**src/rtl/icache_refill_ctrl.sv**
```systemverilog
// L1 icache miss/refill controller: turns a lookup miss into one refill burst,
// streams beats into the data array, forwards the critical word and sweeps valid bits.
module icache_refill_ctrl #(
  parameter  int ADDR_W     = 19,
  parameter  int LINE_WORDS = 8,
  parameter  int NUM_LINES  = 64,
  localparam int OFF_W      = $clog2(LINE_WORDS),
  localparam int IDX_W      = $clog2(NUM_LINES),
  localparam int TAG_W      = ADDR_W - 2 - OFF_W - IDX_W
) (
  input  logic                     clk,
  input  logic                     rst_n,
  input  logic                     icache_work_en,
  input  logic                     cfg_line_fill,
  input  logic                     miss_req,
  input  logic [ADDR_W-1:0]        miss_addr,
  output logic                     miss_ack,
  output logic [31:0]              miss_rdata,
  output logic                     pri_cache_refill_req,
  input  logic                     pri_cache_refill_gnt,
  output logic [ADDR_W-1:0]        pri_cache_refill_addr,
  output logic                     pri_cache_refill_lenth,
  input  logic                     pri_cache_refill_r_valid,
  input  logic [31:0]              pri_cache_refill_r_data,
  output logic                     refill_done,
  output logic                     data_we,
  output logic [IDX_W+OFF_W-1:0]   data_waddr,
  output logic [31:0]              data_wdata,
  output logic                     tag_we,
  output logic [IDX_W-1:0]         tag_widx,
  output logic [TAG_W-1:0]         tag_wdata,
  output logic                     tag_wvalid,
  output logic                     busy
);

  typedef enum logic [2:0] {
    INVAL = 3'd0,
    IDLE  = 3'd1,
    REQ   = 3'd2,
    FILL  = 3'd3,
    DONE  = 3'd4
  } state_t;

  localparam logic [OFF_W-1:0] BEAT_ONE  = OFF_W'(1);
  localparam logic [OFF_W-1:0] BEAT_LAST = OFF_W'(LINE_WORDS - 1);
  localparam logic [IDX_W:0]   SWEEP_ONE = (IDX_W+1)'(1);
  localparam logic [IDX_W:0]   SWEEP_END = (IDX_W+1)'(NUM_LINES);

  state_t            cs_r;
  logic [IDX_W:0]    sweep_cnt_r;
  logic [OFF_W-1:0]  beat_cnt_r;
  logic [ADDR_W-1:0] addr_r;
  logic              line_r;
  logic              pend_r;
  logic              work_en_q_r;
  logic              req_r;
  logic [ADDR_W-1:0] refill_addr_r;
  logic              lenth_r;
  logic              refill_done_r;
  logic              tag_we_r;
  logic [IDX_W-1:0]  tag_widx_r;
  logic [TAG_W-1:0]  tag_wdata_r;
  logic              tag_wvalid_r;

  logic              rise_s;
  logic              accept_s;
  logic              last_s;
  logic [OFF_W-1:0]  off_s;
  logic [OFF_W-1:0]  crit_s;
  logic [IDX_W-1:0]  idx_s;
  logic [TAG_W-1:0]  tag_s;
  logic              data_we_s;
  logic [IDX_W+OFF_W-1:0] data_waddr_s;
  logic [31:0]       data_wdata_s;
  logic              miss_ack_s;
  logic [31:0]       miss_rdata_s;

  assign rise_s   = icache_work_en & ~work_en_q_r;
  assign off_s    = addr_r[OFF_W+1:2];
  assign idx_s    = addr_r[OFF_W+IDX_W+1:OFF_W+2];
  assign tag_s    = addr_r[ADDR_W-1:ADDR_W-TAG_W];
  assign crit_s   = line_r ? off_s : {OFF_W{1'b0}};
  assign last_s   = line_r ? (beat_cnt_r == BEAT_LAST) : 1'b1;
  // Beats count from the grant cycle itself, so REQ with gnt accepts too
  assign accept_s = pri_cache_refill_r_valid &
                    (((cs_r == REQ) & pri_cache_refill_gnt) | (cs_r == FILL));

  // Same-cycle beat forwarding to the data array and the fetch stage
  always_comb begin
    data_we_s    = 1'b0;
    data_waddr_s = {(IDX_W+OFF_W){1'b0}};
    data_wdata_s = 32'd0;
    miss_ack_s   = 1'b0;
    miss_rdata_s = 32'd0;
    if (accept_s) begin
      data_we_s    = line_r;
      data_waddr_s = line_r ? {idx_s, beat_cnt_r} : {(IDX_W+OFF_W){1'b0}};
      data_wdata_s = line_r ? pri_cache_refill_r_data : 32'd0;
      if (beat_cnt_r == crit_s) begin
        miss_ack_s   = 1'b1;
        miss_rdata_s = pri_cache_refill_r_data;
      end else begin
        miss_ack_s   = 1'b0;
        miss_rdata_s = 32'd0;
      end
    end else begin
      data_we_s = 1'b0;
    end
  end

  // Refill FSM with registered request/tag/done outputs
  always_ff @(posedge clk or negedge rst_n) begin
    if (!rst_n) begin
      cs_r          <= INVAL;
      sweep_cnt_r   <= {(IDX_W+1){1'b0}};
      beat_cnt_r    <= {OFF_W{1'b0}};
      addr_r        <= {ADDR_W{1'b0}};
      line_r        <= 1'b0;
      pend_r        <= 1'b0;
      work_en_q_r   <= 1'b0;
      req_r         <= 1'b0;
      refill_addr_r <= {ADDR_W{1'b0}};
      lenth_r       <= 1'b0;
      refill_done_r <= 1'b0;
      tag_we_r      <= 1'b0;
      tag_widx_r    <= {IDX_W{1'b0}};
      tag_wdata_r   <= {TAG_W{1'b0}};
      tag_wvalid_r  <= 1'b0;
    end else begin
      work_en_q_r   <= icache_work_en;
      refill_done_r <= 1'b0;
      tag_we_r      <= 1'b0;
      tag_wvalid_r  <= 1'b0;
      case (cs_r)
        INVAL: begin
          if (sweep_cnt_r == SWEEP_END) begin
            cs_r <= IDLE;
          end else begin
            tag_we_r    <= 1'b1;
            tag_widx_r  <= sweep_cnt_r[IDX_W-1:0];
            tag_wdata_r <= {TAG_W{1'b0}};
            sweep_cnt_r <= sweep_cnt_r + SWEEP_ONE;
          end
        end
        IDLE: begin
          if (rise_s) begin
            cs_r        <= INVAL;
            sweep_cnt_r <= {(IDX_W+1){1'b0}};
            pend_r      <= 1'b0;
          end else if (miss_req & icache_work_en) begin
            cs_r          <= REQ;
            addr_r        <= miss_addr;
            line_r        <= cfg_line_fill;
            req_r         <= 1'b1;
            lenth_r       <= cfg_line_fill;
            beat_cnt_r    <= {OFF_W{1'b0}};
            refill_addr_r <= cfg_line_fill ?
                             {miss_addr[ADDR_W-1:OFF_W+2], {(OFF_W+2){1'b0}}} : miss_addr;
          end else begin
            cs_r <= IDLE;
          end
        end
        REQ: begin
          pend_r <= pend_r | rise_s;
          if (pri_cache_refill_gnt) begin
            req_r <= 1'b0;
            if (accept_s & last_s) begin
              cs_r          <= DONE;
              refill_done_r <= 1'b1;
              tag_we_r      <= line_r;
              tag_wvalid_r  <= line_r;
              tag_widx_r    <= line_r ? idx_s : tag_widx_r;
              tag_wdata_r   <= line_r ? tag_s : tag_wdata_r;
            end else begin
              cs_r       <= FILL;
              beat_cnt_r <= accept_s ? BEAT_ONE : {OFF_W{1'b0}};
            end
          end else begin
            req_r <= 1'b1;
          end
        end
        FILL: begin
          pend_r <= pend_r | rise_s;
          if (accept_s & last_s) begin
            cs_r          <= DONE;
            refill_done_r <= 1'b1;
            tag_we_r      <= line_r;
            tag_wvalid_r  <= line_r;
            tag_widx_r    <= line_r ? idx_s : tag_widx_r;
            tag_wdata_r   <= line_r ? tag_s : tag_wdata_r;
          end else if (accept_s) begin
            beat_cnt_r <= beat_cnt_r + BEAT_ONE;
          end else begin
            beat_cnt_r <= beat_cnt_r;
          end
        end
        DONE: begin
          // An enable rise seen at any point of the refill restarts the sweep
          if (pend_r | rise_s) begin
            cs_r        <= INVAL;
            sweep_cnt_r <= {(IDX_W+1){1'b0}};
            pend_r      <= 1'b0;
          end else begin
            cs_r <= IDLE;
          end
        end
        default: begin
          cs_r        <= INVAL;
          sweep_cnt_r <= {(IDX_W+1){1'b0}};
          pend_r      <= 1'b0;
        end
      endcase
    end
  end

  assign miss_ack               = miss_ack_s;
  assign miss_rdata             = miss_rdata_s;
  assign data_we                = data_we_s;
  assign data_waddr             = data_waddr_s;
  assign data_wdata             = data_wdata_s;
  assign pri_cache_refill_req   = req_r;
  assign pri_cache_refill_addr  = refill_addr_r;
  assign pri_cache_refill_lenth = lenth_r;
  assign refill_done            = refill_done_r;
  assign tag_we                 = tag_we_r;
  assign tag_widx               = tag_widx_r;
  assign tag_wdata              = tag_wdata_r;
  assign tag_wvalid             = tag_wvalid_r;
  assign busy                   = (cs_r != IDLE);

endmodule

```
**config.mk**
```make
export PLATFORM = sky130hd
export DESIGN_NAME = icache_refill_ctrl
export DESIGN_NICKNAME = d
export VERILOG_FILES = /design/src/rtl/icache_refill_ctrl.sv
export SDC_FILE = /design/constraint.sdc
export NUM_CORES = 1
export LEC_CHECK = 0
export ABC_AREA = 1
export CORE_ASPECT_RATIO = 1.75
export CORE_MARGIN = 5
export CORE_UTILIZATION = 37
export CTS_BUF_LIST = sky130_fd_sc_hd__clkbuf_4
export DETAILED_ROUTE_END_ITERATION = 16
export GPL_TIMING_DRIVEN = 0
export PLACE_DENSITY = 0.86
export RECOVER_POWER = 25
export SETUP_SLACK_MARGIN = 0.3
export SLEW_MARGIN = 5
export SYNTH_ARGS = -nofsm -noshare
export SYNTH_HDL_FRONTEND = slang
export SYNTH_SLANG_ARGS = --single-unit
```
**constraint.sdc**
```tcl
create_clock -name clk -period 2.1 [get_ports clk]
set_input_delay 0.63 -clock clk [delete_from_list [all_inputs] [get_ports clk]]
set_output_delay 0.63 -clock clk [all_outputs]
set_load 0.005 [all_outputs]
```
==> qor.yml <==
fillers: 663
grt_pass1_wl_microns: 18330
top_usage_layer: "met2"
critical_path_arrival_ps: 2040
final_nets: 750
stdcell_count: 807
num_rows: 45
setup_viol: 75
critPathBufInv: 6
drcViolationCount: 0
clock_latency_ps: 400
use_met2_pct: 40.21
synth_top_area_share_pct: 42.99
cts.sinks: 56
path_class: "reg -> out"
drv_slew: 0
drive_gt1_share_pct: 41.22
cts_max_path_buffers: 2
tightest_slew_ps: 1227
ys_seq_elements: 56
postCtsHoldBufs: 0
dp_hpwl_microns: 9164
area_growth_pct: 86.03
cts_tree: "built"
grt_max_degree: 35
finalCriticalPeriod_ps: 2670
intPower_uw: 3435
ys_warn_count: 0
final_common_cell: "nand2_1"
vias: 3851
avgViaCountPerCell: 4.772
ys_types: 33
crit_chain: "inv_2, nand2_4, a21oi_4, nand2_4, nor2_4, inv_4, buf_8, buf_12, buf_8, nor2_4, buf_2"
synthTopCellsByArea: "dfrtp_1, nand2_1, nor2_1, inv_1, nor2_4"
grt-ovfl-total: 0
antenna_found_initial: 1
power_leakage_uw: 0.003239
grt_pass1_vias: 3804
finalHoldViolations: 0
wl_per_cell_microns: 15.52
synth_fp_nets: 516
dieHeight_microns: 134.2
cts_buffers: 5
io_buffers: 171
reg2reg_to: "tag_widx[2]$_DFFE_PN0P_"
ir_drop_uv: 796.3
r2r_start: "cs_r[2]$_DFFE_PN0P_"
wirelength_microns: 12520
netlist_area_sq_um: 3259
power.density_nw_per_um2: 939.9
worst-path-max-fanout: 5
synth_top_area_cell: "dfrtp_1"
place_congestion: 0.9007
crit_slowest_cell: "dfrtp_1"
final_cell_mix: "nand2_1, buf_2, nor2_4"
worstPathRequired_ps: 1470
path_clk_slew_ps: 160
avgSynthCellArea_sq_um: 7.179
startpoint: "cs_r[2]$_DFFE_PN0P_"
grtUsageMet1_pct: 22.05
ff2ff_path_depth: 11
finalWorstSetupSlack_ps: -570.3
ys_seq_area_share_pct: 42.99
power_frac_seq_pct: 29.2
synthCells: 454
maxSlewHeadroom_pct: 18.20
grt_setup_unrepaired: "true"
grtUsageMet3_pct: 4.368
setup_tns_ps: -32090
fmax_ghz: 0.3745
power_frac_comb_pct: 56.2
status: "finished, violations left"
initial_core_util_pct: 37.59
post-route-util_pct: 69.93
ant_nets: 0
crit_family: "buffers and inverters"
maxCapViolations: 0
clockRootBuffer: "clkbuf_4"
endpoint: "data_waddr[1]"
switching_share_pct: 39.73
first_pass_iters: 4
fin_area_sq_um: 6063
place_area_sq_um: 5505
switchingPower_uw: 2264
first_iter_violations: 131
cp_num_cells: 11
pre_cts_ws_ps: -1282
p_clk_share_pct: 14.5
grt_use_total_pct: 21.74
core_area_sq_um: 8671
worstSetupEndpointType: "output port"
die_w_microns: 80.95
htree_levels: 2
fin_crit_sh_pct: 127.2
holdCritPathClass: "in -> async"
max_stage_delay_ps: 430
cp-start-kind: "flip-flop"
place_inst: 743
r2r_setup_slack_ps: 270
skew_ps: 17.48
ios: 172
violations: "negative setup slack"
dieArea_sq_um: 10860
-- worst register-to-register path, stage by stage, from the launching register on --
cell,delay [ps]
dfrtp_1,430
inv_2,90
nand2_4,60
a21oi_4,160
buf_4,140
buf_4,110
nand4_1,250
nand2_4,180
inv_2,70
buf_6,140
nand2_1,60
nand2_1,50
-- power groups by stage --
stage	sequential [uW]	combinational, uW	clock, uW
final	1670	3210	828
after global routing	1710	3500	890
after CTS	1650	2890	855
after detailed placement	1690	2760	0
after global placement	1670	2660	0
after floorplan	1640	1550	0
-- worst min path at each step --
stage                               endpoint  slack [ps]
floorplan             addr_r[10]$_DFFE_PN0P_         330
global placement     tag_widx[1]$_DFFE_PN0P_         460
detailed placement  tag_wdata[5]$_DFFE_PN0P_         460
CTS                    addr_r[2]$_DFFE_PN0P_         180
global route         tag_widx[1]$_DFFE_PN0P_         500
finish                 addr_r[3]$_DFFE_PN0P_         450
-- stage by stage --
step	total power, uW	hold slack (ps)
final	5699	446.3
after global routing	6093	503.3
after CTS	5396	182.9
after detailed placement	4448	462.8
after global placement	4327	456.0
after floorplan	3194	334.4
-- Yosys cell counts, drive strengths merged --
cell type / count
nand2: 148
xor2: 3
nand4: 4
a21oi: 3
nand3b: 2
inv: 71
or2: 2
o21a: 1
nor2: 85
nor3b: 1
ha: 4
buf: 24
clkinv: 1
nand3: 12
clkbuf: 4
xnor2: 1
dfrtp: 56
o21ai: 28
o22ai: 1
nor3: 3
-- cell families (layout without fill, tap and decap cells) --
kind of cell    count (synthesis)  in the layout  share of synthesized area (%)
compound gates                 33             33                          5.528
xor+xnor                        4              4                          1.075
fa+ha+maj                       4              4                          1.536
buf+inv                       100            335                          14.36
flops                          56             56                          42.99
other cells                     0              1                              0
simple gates                  257            257                          34.51
-- timing repair --
item,CTS,global route
endpoints found under the setup margin,130,124
setup buffers,29,21
pin swaps,6,5
gates resized for setup,408,74
cloned,4,1
hold endpoints to repair,0,0
-- state kept, by name (all words and copies together) (netlist names) --
name                    flops
pri_cache_refill_lenth      1
refill_done                 1
sweep_cnt_r                 7
tag_wdata                   8
pend_r                      1
tag_widx                    6
tag_we                      1
work_en_q_r                 1
beat_cnt_r                  3
addr_r                     17
pri_cache_refill_req        1
tag_wvalid                  1
pri_cache_refill_addr       5
cs_r                        3
-- per-layer routing --
metal	vias to the layer above	routed length (microns)
li1	1813	-
met3	44	1155
met5	-	0
met1	1768	4020
met4	0	707
met2	226	6638
-- final cells by class --
cell class	count	area, sq um	area share (%)
well taps	117	146.4	2.414
inverters	72	296.5	4.891
clock buffers	5	37.54	0.6191
repair buffers	227	1883	31.06
flip-flops and latches	56	1404	23.15
diodes	1	2.502	0.04127
multi-input cells	298	1902	31.37
plain buffers	28	301.5	4.973
clock inverters	3	90.09	1.486
Power figures use the tool's default switching activity.
